--- src/rtl/shift_pkg.sv ---
// Types and constants shared by the PISO shift transmitter and the SIPO receiver.
package shift_pkg;

    typedef enum logic {
        IDLE  = 1'b0,
        SHIFT = 1'b1
    } state_t;

    localparam int DEFAULT_WIDTH = 4;

    // Bit-count register width able to hold the values 0..w.
    function automatic int cnt_width(input int w);
        return $clog2(w + 1);
    endfunction

endpackage

--- src/rtl/shift_rx_deser.sv ---
// Serial-to-parallel receiver: assembles WIDTH-bit words from a start-marked bit stream
// and presents them through a 1-entry valid/ready output register.
module shift_rx_deser
    import shift_pkg::*;
#(
    parameter int WIDTH     = DEFAULT_WIDTH,
    parameter bit MSB_FIRST = 1'b1
) (
    input  logic             clk,
    input  logic             rst,
    input  logic             sin,
    input  logic             sin_valid,
    input  logic             sin_start,
    output logic [WIDTH-1:0] dout,
    output logic             dout_valid,
    input  logic             dout_ready,
    output logic             busy,
    output logic             frame_err,
    output logic             overrun,
    input  logic             clr_err
);

    localparam int CW = cnt_width(WIDTH);
    localparam logic [CW-1:0] LAST_CNT = CW'(WIDTH - 1);

    state_t           state;
    logic [WIDTH-1:0] sreg;
    logic [CW-1:0]    count;

    logic             take_start;
    logic [WIDTH-1:0] sreg_base;
    logic [WIDTH-1:0] sreg_nxt;
    logic             word_done;
    logic             can_load;
    logic             xfer;

    // NOTE: every always_comb output gets a default first so no path leaves it unassigned (no latch).
    always_comb begin
        take_start = sin_valid && sin_start;
        // A start bit begins from a clean register so discarded partial bits never leak in.
        sreg_base  = take_start ? '0 : sreg;
        sreg_nxt   = sreg_base;
        if (MSB_FIRST) begin
            sreg_nxt = {sreg_base[WIDTH-2:0], sin};
        end else begin
            sreg_nxt = {sin, sreg_base[WIDTH-1:1]};
        end
        // WIDTH >= 2, so a start bit can never complete a word by itself.
        word_done = (state == SHIFT) && sin_valid && !sin_start && (count == LAST_CNT);
        xfer      = dout_valid && dout_ready;
        can_load  = !dout_valid || dout_ready;
    end

    assign busy = (state == SHIFT);

    // NOTE: sequential state uses non-blocking assignments only, so every register samples pre-edge values.
    always_ff @(posedge clk or negedge rst) begin
        if (!rst) begin
            state      <= IDLE;
            sreg       <= '0;
            count      <= '0;
            dout       <= '0;
            dout_valid <= 1'b0;
            frame_err  <= 1'b0;
            overrun    <= 1'b0;
        end else begin
            frame_err <= 1'b0;

            case (state)
                IDLE: begin
                    if (take_start) begin
                        sreg  <= sreg_nxt;
                        count <= CW'(1);
                        state <= SHIFT;
                    end
                end
                SHIFT: begin
                    if (sin_valid) begin
                        sreg <= sreg_nxt;
                        if (sin_start) begin
                            frame_err <= 1'b1;
                            count     <= CW'(1);
                        end else if (count == LAST_CNT) begin
                            count <= '0;
                            state <= IDLE;
                        end else begin
                            count <= count + CW'(1);
                        end
                    end
                end
                default: begin
                    state <= IDLE;
                end
            endcase

            // Output register: a completed word may refill it on the same edge as a transfer.
            if (word_done && can_load) begin
                dout       <= sreg_nxt;
                dout_valid <= 1'b1;
            end else if (xfer) begin
                dout_valid <= 1'b0;
            end

            // Setting takes priority over clearing on the same edge.
            if (word_done && !can_load) begin
                overrun <= 1'b1;
            end else if (clr_err) begin
                overrun <= 1'b0;
            end
        end
    end

endmodule

--- config.mk ---
export PLATFORM = sky130hd
export DESIGN_NAME = shift_rx_deser
export DESIGN_NICKNAME = d
export VERILOG_FILES = /design/src/rtl/shift_pkg.sv /design/src/rtl/shift_rx_deser.sv
export SDC_FILE = /design/constraint.sdc
export NUM_CORES = 1
export LEC_CHECK = 0
export BUFFER_PORTS_ARGS = -buffer_cell sky130_fd_sc_hd__buf_2
export CAP_MARGIN = 20
export CORE_AREA = 4 4 41 43
export CTS_BUF_LIST = sky130_fd_sc_hd__clkbuf_16
export DETAILED_ROUTE_END_ITERATION = 10
export DIE_AREA = 0 0 45 47
export PLACE_DENSITY_LB_ADDON = 0.08
export SETUP_SLACK_MARGIN = 0.1
export SLEW_MARGIN = 20
export SYNTH_ARGS = -nofsm -noshare
export SYNTH_HDL_FRONTEND = slang
export SYNTH_SLANG_ARGS = --single-unit
--- constraint.sdc ---
create_clock -name clk -period 2.06 [get_ports clk]
set_clock_uncertainty 0.1 [all_clocks]
set_input_delay 0.515 -clock clk [delete_from_list [all_inputs] [get_ports clk]]
set_output_delay 0.515 -clock clk [all_outputs]
set_load 0.05 [all_outputs]
# Yosys cells after proc, flatten, opt, wreduce, memory -nomap -nowiden
# Index checks and enable logic that the tools add are counted.
# W data, S select, Z words.
[classes]
eq_ne = 3
n_mux = 21
addsub = 1
n_bitwise = 1
reduce_logical = 14
[ops]
columns = ["operator", "count"]
rows = [
  ["$mux W3", 7],
  ["$pmux W3 S2", 2],
  ["$mux W1", 11],
  ["$logic_and A1 B1 Y1", 7],
  ["$ne A2 B2 Y1 const B", 2],
  ["$reduce_bool A2 Y1", 2],
  ["$add A3 B1 Y3 const B", 1],
  ["$eq A3 B2 Y1 const B", 1],
  ["$logic_not A1 Y1", 3],
  ["$pmux W1 S2", 1],
  ["$reduce_and A2 Y1", 1],
  ["$logic_or A1 B1 Y1", 1],
  ["$not A1 Y1", 1],
]
[totals]
elab_cells = 47
register_bits = 14
out_inout_bits = 8

# Depth between registers and ports, before layout
# Gate-level depths: netlist (run 1).
[logic_depth]
ltp_word = 5
depth_mapped = 4
depth_no_buf = 4

# Least setup slack after synthesis (run 1)
# No wires, ideal clock.
[synth_timing]
kind = "register to register"
startpoint = "register state (netlist: busy)"
endpoint = "register dout[0]"
arrival_time_ns = 1.560
slack_ns = 0.275
path_stages_with_launch = 4
setup_time_ns = 0.125
synth_period_minus_slack_ns = 1.785
path_cell_list = "dfrtp_1 -> nand2_2 -> nor4b_4 -> mux2_4"
[synth_between]
elab_chain_len = 4
[synth_rtl]
columns = ["item", "line", "source"]
rows = [
  ["start: declaration", "shift_rx_deser.sv:26", "state_t state;"],
  ["start signal: assignment", "shift_rx_deser.sv:59", "state <= IDLE;"],
  ["start signal: assignment", "shift_rx_deser.sv:74", "state <= SHIFT;"],
  ["start signal: assignment", "shift_rx_deser.sv:85", "state <= IDLE;"],
  ["$logic_and A1 B1 Y1 (3 in series)", "shift_rx_deser.sv:49", "word_done = (state == SHIFT) && sin_valid && !sin_start && (count == LAST_CNT);"],
  ["$logic_and A1 B1 Y1", "shift_rx_deser.sv:97", "if (word_done && can_load) begin"],
  ["end signal: assignment", "shift_rx_deser.sv:98", "dout <= sreg_nxt;"],
  ["end: declaration", "shift_rx_deser.sv:14", "output logic [WIDTH-1:0] dout,"],
]
# Every way passes these cells.
# A chain may end at the register's enable or synchronous reset.

# Final worst setup path (run 1)
[layout_timing]
startpoint = "register count[0]"
endpoint = "register dout[0]"
[layout_between]
elab_chain_len = 3
[layout_rtl]
columns = ["item", "line", "source"]
rows = [
  ["start: declaration", "shift_rx_deser.sv:28", "logic [CW-1:0] count;"],
  ["start signal: assignment", "shift_rx_deser.sv:87", "count <= count + CW'(1);"],
  ["$eq A3 B2 Y1", "shift_rx_deser.sv:49", ""],
  ["$logic_and A1 B1 Y1", "shift_rx_deser.sv:49", ""],
  ["$logic_and A1 B1 Y1", "shift_rx_deser.sv:97", ""],
]
# Every way passes these cells.

==> impl_metrics.csv, run 1 <==
group,metric,value,unit
placement,hpwlAfterDp,905,um
die,rows,13,
sta,fin_crit,1.75,ns
setup_path,r2r_end,"dout[0]$_DFFE_PN0P_",
grt,grt_pass1_vias,430,
setup_path,max_stage_delay,0.47,ns
synth,synth-edff-count,0,
routing,dr.pass1.iters,2,
placement,portBuffers,14,
sta,finalHoldViolCount,0,
synth,synth_seq_cells,14,
sta,slew_viol_final,0,
routing,drc,0,
routing,drt_iter0_markers,2,
setup_path,worst-setup-path-type,"flip-flop to flip-flop",
clocking,root_buffer,"clkbuf_16",
clocking,cts-resized-gates,0,
setup_path,crit_slowest_cell,"nor4b_4",
placement,preCtsSetupSlack,0.351,ns
synth,yosys.area.top_type,"dfrtp_1",
clocking,cts_max_level,1,
placement,gp_congestion,0.763,
setup_path,start_kind,"flip-flop",
placement,dpl.cell_count,85,
clocking,cts_tree,"done",
sta,max_freq,572,MHz
routing,via_count,450,
sta,setup_tns,0,ns
clocking,cts_sinks,14,
clocking,clk_pin_slew_worst_paths,0.04,ns
layout,seq_area,350,um^2
die,start_util,48.7,%
routing,ant_nets,0,
grt,grt_pass1_wl,1940,um
setup_path,endpoint_kind,"flip-flop",
layout,multi_input_area,246,um^2
sta,setup_ws,0.312,ns
clocking,clock_latency,0.24,ns
clocking,hold_buffers,0,
grt,grt_max_degree,15,
outcome,status,"complete, no violations",
layout,area_growth,24.7,%
synth,synth-warning-count,0,
grt,antenna_found_initial,0,
layout,layout_common_cells,"dfrtp_1 (14), buf_2 (14), inv_1 (8)",
setup_path,critPathTopFamily,"simple AND/OR/NAND/NOR gates",
layout,drive_gt1_share,32.9,%
synth,yosys.cell_types.count,21,
layout,fin_area,791,um^2
power_and_ir_drop,p_per_area,1540,mW/mm^2
routing,wire_per_inst,13.7,um
die,die_y,47,um
power_and_ir_drop,ir_worst_vdd,0.000629,V
clocking,post-cts-setup-buffer-count,0,
layout,finalNonFillerCells,88,
setup_path,r2r-start,"count[0]$_DFFE_PN0P_",
synth,yosys.area.top_type_share,55.2,%
setup_path,cp.required,2.08,ns
synth,synth_area_leaders,"dfrtp_1 (55%), mux2i_1 (4.7%), inv_1 (4.7%)",
synth,netlist_instances,57,
setup_path,worst_r2r_path_depth,4,
layout,nFillCells,118,
synth,ys_async_sr_fraction,100,%
layout,nNetsFinal,83,
synth,yosysSeqAreaShare,55.2,%
sta,post-route-period-util,84.8,%
synth,synthesis.area,634,um^2
clocking,clockBufferDepth,2,
sta,slew_headroom,72.2,%
sta,rsz0062_at_grt,"false",
die,ios,15,
synth,synth_fp_nets,65,
worst_hold_path,hold_path.class,"input pin to async pin",
clocking,cts_inserted_buffers,3,
routing,routed_wl,1210,um
setup_path,path_cells,"ha_1, nand2b_1, nor4b_4, mux2_4",
layout,diodes,0,
setup_path,crit_fanout,4,
setup_path,ff2ff_setup_slack,0.31,ns
setup_path,critPathArrivalTime,1.77,ns
grt,grt.overflow.total,0,
grt,grt_use_total,13.4,%
placement,dpl-instance-area,716,um^2
sta,setup_viol,0,
die,die_w,45,um
setup_path,critPathBufInv,0,
die,die_area,0.00212,mm^2
sta,worst_pin_slew,0.416,ns
synth,avgSynthCellArea,11.1,um^2
routing,viasPerCell,5.11,
synth,synth_ff_type,"dfrtp_1",
die,core,0.00130,mm^2
job,drv_cap,0,
power_and_ir_drop,p_leak,0.402,nW
[per-layer routing]
layer | up-vias | global-route usage [%] | share of wire (%)
met5 | - | 0 | 0
met4 | 0 | 8.77 | 2.3
met3 | 4 | 3.83 | 6.1
met2 | 12 | 20.6 | 46
met1 | 207 | 16.3 | 46
li1 | 227 | - | -
[through the flow]
step | hold WS [ns] | util [%] | total power, mW
floorplan | 0.119 | - | 0.765
global placement | 0.320 | 55.0 | 0.873
detailed placement | 0.326 | 55.0 | 0.877
CTS | 0.0691 | 60.8 | 1.24
global route | 0.0860 | 60.8 | 1.29
finish | 0.0652 | 60.8 | 1.22
[registers in the layout, summed over array words and instances (netlist names)]
register / cells
overrun: 1
busy: 1
frame_err: 1
count: 3
dout: 4
sreg: 3
dout_valid: 1
[cells by family after synthesis]
family | share of synthesized area [%]
simple gates | 15.0
compound gates | 13.0
mux | 8.88
fa+ha+maj | 1.97
buf+inv | 5.92
flops | 55.2
[synth_stat cells, drive strengths merged (2+ instances only)]
| library cell | instances |
|---|---|
| mux2i | 3 |
| o2bb2ai | 2 |
| inv | 8 |
| o22ai | 2 |
| dfrtp | 14 |
| and3 | 2 |
| o21ai | 3 |
| a21oi | 3 |
| nand2 | 8 |
| mux2 | 2 |
| nand2b | 2 |
[where the power goes]
group | internal, mW | switching, mW
clock network | 0.252 | 0.0956
logic | 0.133 | 0.316
registers | 0.359 | 0.0628
total | 0.745 | 0.474
[final cells by class]
cell class | count | area share, %
Inverter | 8 | 3.80
Multi-Input combinational cell | 34 | 31.2
Clock buffer | 3 | 9.49
Timing Repair Buffer | 14 | 8.86
Tap cell | 15 | 2.37
Sequential cell | 14 | 44.3
[worst max path at each step]
stage / start / end / slack [ns] / cells past startpoint
finish: count[0]$_DFFE_PN0P_ / dout[0]$_DFFE_PN0P_ / 0.31 / 4
global route: count[0]$_DFFE_PN0P_ / dout[0]$_DFFE_PN0P_ / 0.24 / 4
CTS: count[0]$_DFFE_PN0P_ / dout[0]$_DFFE_PN0P_ / 0.30 / 4
detailed placement: count[0]$_DFFE_PN0P_ / dout[0]$_DFFE_PN0P_ / 0.35 / 4
global placement: count[0]$_DFFE_PN0P_ / dout[0]$_DFFE_PN0P_ / 0.38 / 4
floorplan: busy$_DFF_PN0_ / dout[0]$_DFFE_PN0P_ / 0.27 / 3
Note: power is estimated with default switching activity, not from simulation.
==> run 2: changes to the inputs <==
- CORE_AREA: 4 4 41 43 -> unset
- CORE_MARGIN: unset -> 4
- CORE_UTILIZATION: unset -> 44
- DIE_AREA: 0 0 45 47 -> unset
- clock period: 2.06 -> 1.6 ns (I/O delays scaled with it)
==> run 2 against run 1 <==
  * Via count rose by 5.8%
  * Final area up 8.7%
  * Critical path depth is the same
  * Power is 38% higher
  * Die area about the same
  * Cell count rose by 6.8%
  * Fmax is 18% higher
  * Non-clock buffer count up 5
  * First-iteration DRC count rose to 2.5 times the previous value
  * Combinational power is 46% higher
  * Critical path type unchanged
  * Largest power group unchanged
==> impl_metrics.csv, run 2 (synthesis results as in run 1) <==
group,metric,value,unit
sta,setup_tns,0,ns
die,core,0.00133,mm^2
setup_path,path_cells,"ha_4, nand2b_4, nor4b_4, mux2_4",
die,die_area,0.00211,mm^2
setup_path,r2r_end,"dout[0]$_DFFE_PN0P_",
setup_path,start_kind,"flip-flop",
power_and_ir_drop,p_leak,0.429,nW
setup_path,max_stage_delay,0.40,ns
power_and_ir_drop,ir_worst_vdd,0.000923,V
sta,hold_ws,0.266,ns
sta,slew_headroom,79.3,%
layout,largest_reg_flops,4,
die,ios,15,
routing,drt_iter0_markers,5,
power_and_ir_drop,pwr-share-seq,33.3,%
setup_path,r2r-start,"count[0]$_DFFE_PN0P_",
setup_path,crit_slowest_cell,"dfrtp_1",
power_and_ir_drop,clkPwrFrac,27.6,%
power_and_ir_drop,swShare,38.4,%
sta,post-route-period-util,92.4,%
placement,hpwlAfterDp,864,um
placement,portBuffers,14,
layout,top_register,"dout",
placement,dpl.cell_count,86,
setup_path,ff2ff_setup_slack,0.12,ns
layout,nFillCells,125,
setup_path,critPathTopFamily,"flip-flops",
grt,antenna_found_initial,0,
sta,setup_viol,0,
layout,final_common_cell,"buf_2",
power_and_ir_drop,p_switching,644,uW
grt,grt_pass1_vias,475,
sta,max_freq,677,MHz
layout,area_growth,35.5,%
grt,grt_use_total,14.9,%
routing,viasPerCell,5.06,
routing,drc,0,
clocking,clockBufferDepth,2,
routing,via_count,476,
die,die_y,46.0,um
layout,nNetsFinal,88,
placement,gp_congestion,0.761,
routing,dr.pass1.iters,2,
clocking,clk_pin_slew_worst_paths,0.04,ns
routing,wire_per_inst,13.4,um
grt,grt_pass1_wl,2130,um
setup_path,worst-setup-path-type,"flip-flop to flip-flop",
sta,worst_pin_slew,0.311,ns
grt,grt_max_degree,15,
clocking,clock_latency,0.24,ns
sta,slew_viol_final,0,
grt,grt.overflow.total,0,
setup_path,cp-endpoint,"dout[0]$_DFFE_PN0P_",
layout,drive_gt1_share,40.5,%
sta,fin_crit,1.48,ns
sta,rsz0062_at_grt,"true",
die,die_w,46.0,um
clocking,cts_max_level,1,
setup_path,critPathArrivalTime,1.50,ns
setup_path,cp.required,1.62,ns
layout,diodes,0,
setup_path,crit_cells,4,
setup_path,worstSetupStartpoint,"count[0]$_DFFE_PN0P_",
clocking,root_buffer,"clkbuf_16",
clocking,cts_inserted_buffers,3,
clocking,cts_tree,"done",
die,start_util,47.6,%
outcome,status,"complete, no violations",
setup_path,crit_fanout,4,
layout,layout_common_cells,"buf_2 (13), dfrtp_1 (12), inv_1 (8)",
routing,ant_nets,0,
setup_path,endpoint_kind,"flip-flop",
layout,finalNonFillerCells,94,
setup_path,critPathBufInv,0,
die,rows,13,
sta,finalHoldViolCount,0,
power_and_ir_drop,p_per_area,1950,mW/mm^2
power_and_ir_drop,cellInternalPower,1.03,mW
clocking,cts_sinks,14,
routing,routed_wl,1260,um
worst_hold_path,hold_path.class,"input pin to flip-flop",
job,drv_cap,0,
setup_path,worst_r2r_path_depth,4,
layout,largestRegisters,"dout: 4 flops, count: 3 flops, sreg: 3 flops",
power_and_ir_drop,p_comb_share,39.1,%
-- run 2: worst min-delay path by stage --
stage / startpoint / endpoint / depth (start not counted)
3_5_place_dp: rst / dout[0]$_DFFE_PN0P_ / 1
6_report: clr_err / overrun$_DFFE_PN0P_ / 2
5_1_grt: clr_err / overrun$_DFFE_PN0P_ / 2
3_3_place_gp: rst / overrun$_DFFE_PN0P_ / 1
2_1_floorplan: rst / busy$_DFF_PN0_ / 0
4_1_cts: clr_err / overrun$_DFFE_PN0P_ / 2
-- run 2: layout make-up --
class	count	area [um^2]	area share (%)
multi-input combinational	34	267	31.0
sequential	14	353	41.0
timing repair buffer	19	113	13.1
clock buffer	3	75.1	8.73
inverter	8	30.0	3.49
tap	15	18.8	2.18
clock inverter	1	3.75	0.437
-- run 2: worst register-to-register path, delay by kind of cell (launching register included) --
kind	cells	cell delay, ns
adders and majority gates	1	0.17
and+or+nand+nor	2	0.37
muxes	1	0.32
DFF	1	0.40
-- run 2: through the flow --
stage | cell area [um^2] | utilization, % | worst slack, ns | total power [mW]
detailed placement | 726 | 54.4 | 0.0758 | 1.13
global route | 860 | 64.4 | 0.0133 | 1.79
finish | 860 | 64.4 | 0.122 | 1.68
CTS | 822 | 61.6 | 0.101 | 1.62
global placement | 726 | 54.4 | 0.123 | 1.12
floorplan | 637 | - | 0.00597 | 0.988
-- run 2: power by group through the flow --
stage	logic (mW)	registers (mW)	clock network [mW]
2_1_floorplan	0.211	0.778	0
3_3_place_gp	0.574	0.551	0
3_5_place_dp	0.578	0.553	0
4_1_cts	0.601	0.547	0.475
6_report	0.657	0.559	0.463
5_1_grt	0.712	0.578	0.501
-- run 2: what timing repair did --
action / CTS / global route
gates resized for setup: 0 / 4
pin swaps: 1 / 2
endpoints found under the hold margin: 14 / 0
endpoints found under the setup margin: 4 / 6
buffers inserted: 1 / 2
hold buffers: 1 / 0
-- run 2: routing by layer --
layer,vias up,track usage (%),share of wire (%)
met5,-,0,0
met2,12,21.2,45
met1,225,20.4,48
met4,0,8.52,0.79
li1,237,-,-
met3,2,3.56,5.7
==> run 3: changes to the inputs <==
- CTS_BUF_LIST: sky130_fd_sc_hd__clkbuf_16 -> unset
- GPL_TIMING_DRIVEN: unset -> 0
==> run 3 against run 2 <==
  * Clock power down 46%
  * Global-route usage down 0.83 points
  * Critical path depth grew 1
  * Count of clock-buffer cells in the layout is 1 higher
  * Combinational power rose by 7.0%
  * Sequential cell count unchanged
  * Critical endpoint unchanged
  * Cell count rose by 4.3%
  * Power is 11% lower
  * Via count rose by 5.7%
  * Final area did not move
  * Core utilization is the same
==> impl_metrics.csv, run 3 (synthesis results as in run 1) <==
group,metric,value,unit
outcome,status,"complete, no violations",
setup_path,worstSetupStartpoint,"count[0]$_DFFE_PN0P_",
layout,largest_reg_flops,4,
routing,drc,0,
setup_path,worst-setup-path-type,"flip-flop to flip-flop",
die,die_w,46.0,um
layout,diodes,0,
worst_hold_path,hold_path.class,"input pin to flip-flop",
grt,grt_pass1_wl,2080,um
placement,dpl-instance-area,721,um^2
grt,grt.overflow.total,0,
clocking,cts_inserted_buffers,3,
sta,fin_crit,1.51,ns
clocking,cts_max_level,1,
clocking,cts_tree,"done",
grt,grt_use_total,14.1,%
layout,drive_gt1_share,45.8,%
layout,layout_common_cells,"dfrtp_1 (12), buf_2 (12), buf_4 (10)",
grt,antenna_found_initial,0,
power_and_ir_drop,p_leak,0.435,nW
setup_path,crit_slowest_cell,"dfrtp_1",
clocking,cts_sinks,14,
layout,area_growth,35.5,%
sta,worst_pin_slew,0.313,ns
setup_path,start_kind,"flip-flop",
sta,post-route-period-util,94.5,%
setup_path,max_stage_delay,0.41,ns
sta,slew_headroom,79.1,%
clocking,clock_latency,0.28,ns
sta,finalHoldViolCount,0,
setup_path,critPathArrivalTime,1.58,ns
layout,top_register,"dout",
placement,dpl.cell_count,85,
routing,dr.pass1.iters,4,
layout,largestRegisters,"dout: 4 flops, count: 3 flops, sreg: 3 flops",
routing,drt_iter0_markers,7,
setup_path,critPathBufInv,1,
routing,viasPerCell,5.13,
setup_path,crit_fanout,3,
routing,ant_nets,0,
setup_path,cp.required,1.66,ns
die,core,0.00133,mm^2
die,rows,13,
die,ios,15,
sta,setup_tns,0,ns
setup_path,path_cells,"ha_4, nand2b_4, nor4b_4, buf_4, mux2_4",
sta,setup_viol,0,
routing,routed_wl,1220,um
placement,portBuffers,13,
job,drv_cap,0,
layout,finalNonFillerCells,98,
routing,wire_per_inst,12.4,um
clocking,root_buffer,"clkbuf_4",
clocking,clk_pin_slew_worst_paths,0.08,ns
sta,slew_viol_final,0,
power_and_ir_drop,p_per_area,1750,mW/mm^2
sta,max_freq,661,MHz
power_and_ir_drop,ir_worst_vdd,0.000871,V
layout,fin_area,860,um^2
layout,nNetsFinal,92,
worst_hold_path,hp-start,"clr_err",
setup_path,endpoint_kind,"flip-flop",
placement,hpwlAfterDp,805,um
placement,gp_congestion,0.777,
routing,via_count,503,
die,start_util,47.6,%
die,die_y,46.0,um
sta,rsz0062_at_grt,"true",
setup_path,r2r-start,"count[0]$_DFFE_PN0P_",
grt,grt_max_degree,15,
grt,grt_pass1_vias,478,
clocking,clockBufferDepth,2,
setup_path,critPathTopFamily,"flip-flops",
die,die_area,0.00211,mm^2
-- run 3: routing by layer --
layer  up-vias  track usage (%)  share of wire (%)
li1        246                -                  -
met1       239             16.7                 45
met2        14             22.5                 46
met3         4             3.56                6.6
met4         0             8.52                1.9
met5         -                0                  0
-- run 3: cell type report --
type	instances	area [um^2]
repair buffers	22	138
flip-flops and latches	14	353
multi-input cells	34	277
well taps	15	18.8
clock buffers	4	36.3
inverters	8	30.0
plain buffers	1	7.51
fillers	118	474
-- run 3: through the flow --
| stage | total power [mW] | worst slack, ns | util [%] | hold WS, ns |
|---|---|---|---|---|
| 2_1_floorplan | 0.988 | 0.00597 | - | 0.00441 |
| 3_3_place_gp | 1.11 | -0.124 | 54.0 | 0.210 |
| 3_5_place_dp | 1.12 | -0.113 | 54.0 | 0.214 |
| 4_1_cts | 1.47 | 0.0351 | 62.0 | 0.189 |
| 5_1_grt | 1.61 | 0.0369 | 64.4 | 0.203 |
| 6_report | 1.50 | 0.0873 | 64.4 | 0.208 |
-- run 3: report_power, final --
part / internal (mW) / switching (mW)
Sequential: 0.462 / 0.0855
Clock: 0.138 / 0.112
Combinational: 0.272 / 0.431
-- run 3: worst paths after layout --
path	to	slack (ns)	cells past startpoint
max in group asynchronous	busy$_DFF_PN0_	0.71	2
min in group asynchronous	overrun$_DFFE_PN0P_	0.43	2
hold / removal	overrun$_DFFE_PN0P_	0.21	2
hold reg to reg	count[2]$_DFFE_PN0P_	0.40	1
setup / recovery	dout[0]$_DFFE_PN0P_	0.09	5
setup reg to reg	dout[0]$_DFFE_PN0P_	0.09	5
-- run 3: timing repair --
item,4_1_cts,5_1_grt
buffers inserted,5,3
gates resized for setup,4,2
pin swaps,2,2
hold buffers,1,0
endpoints found under the hold margin,14,0
setup endpoints to repair,5,5
-- run 3: worst register-to-register path: cells and delay by family (launching register included) --
family / cells / cell delay (ns)
buffers and inverters: 1 / 0.16
and+or+nand+nor: 2 / 0.26
adders and majority gates: 1 / 0.17
muxes: 1 / 0.30
DFF: 1 / 0.41
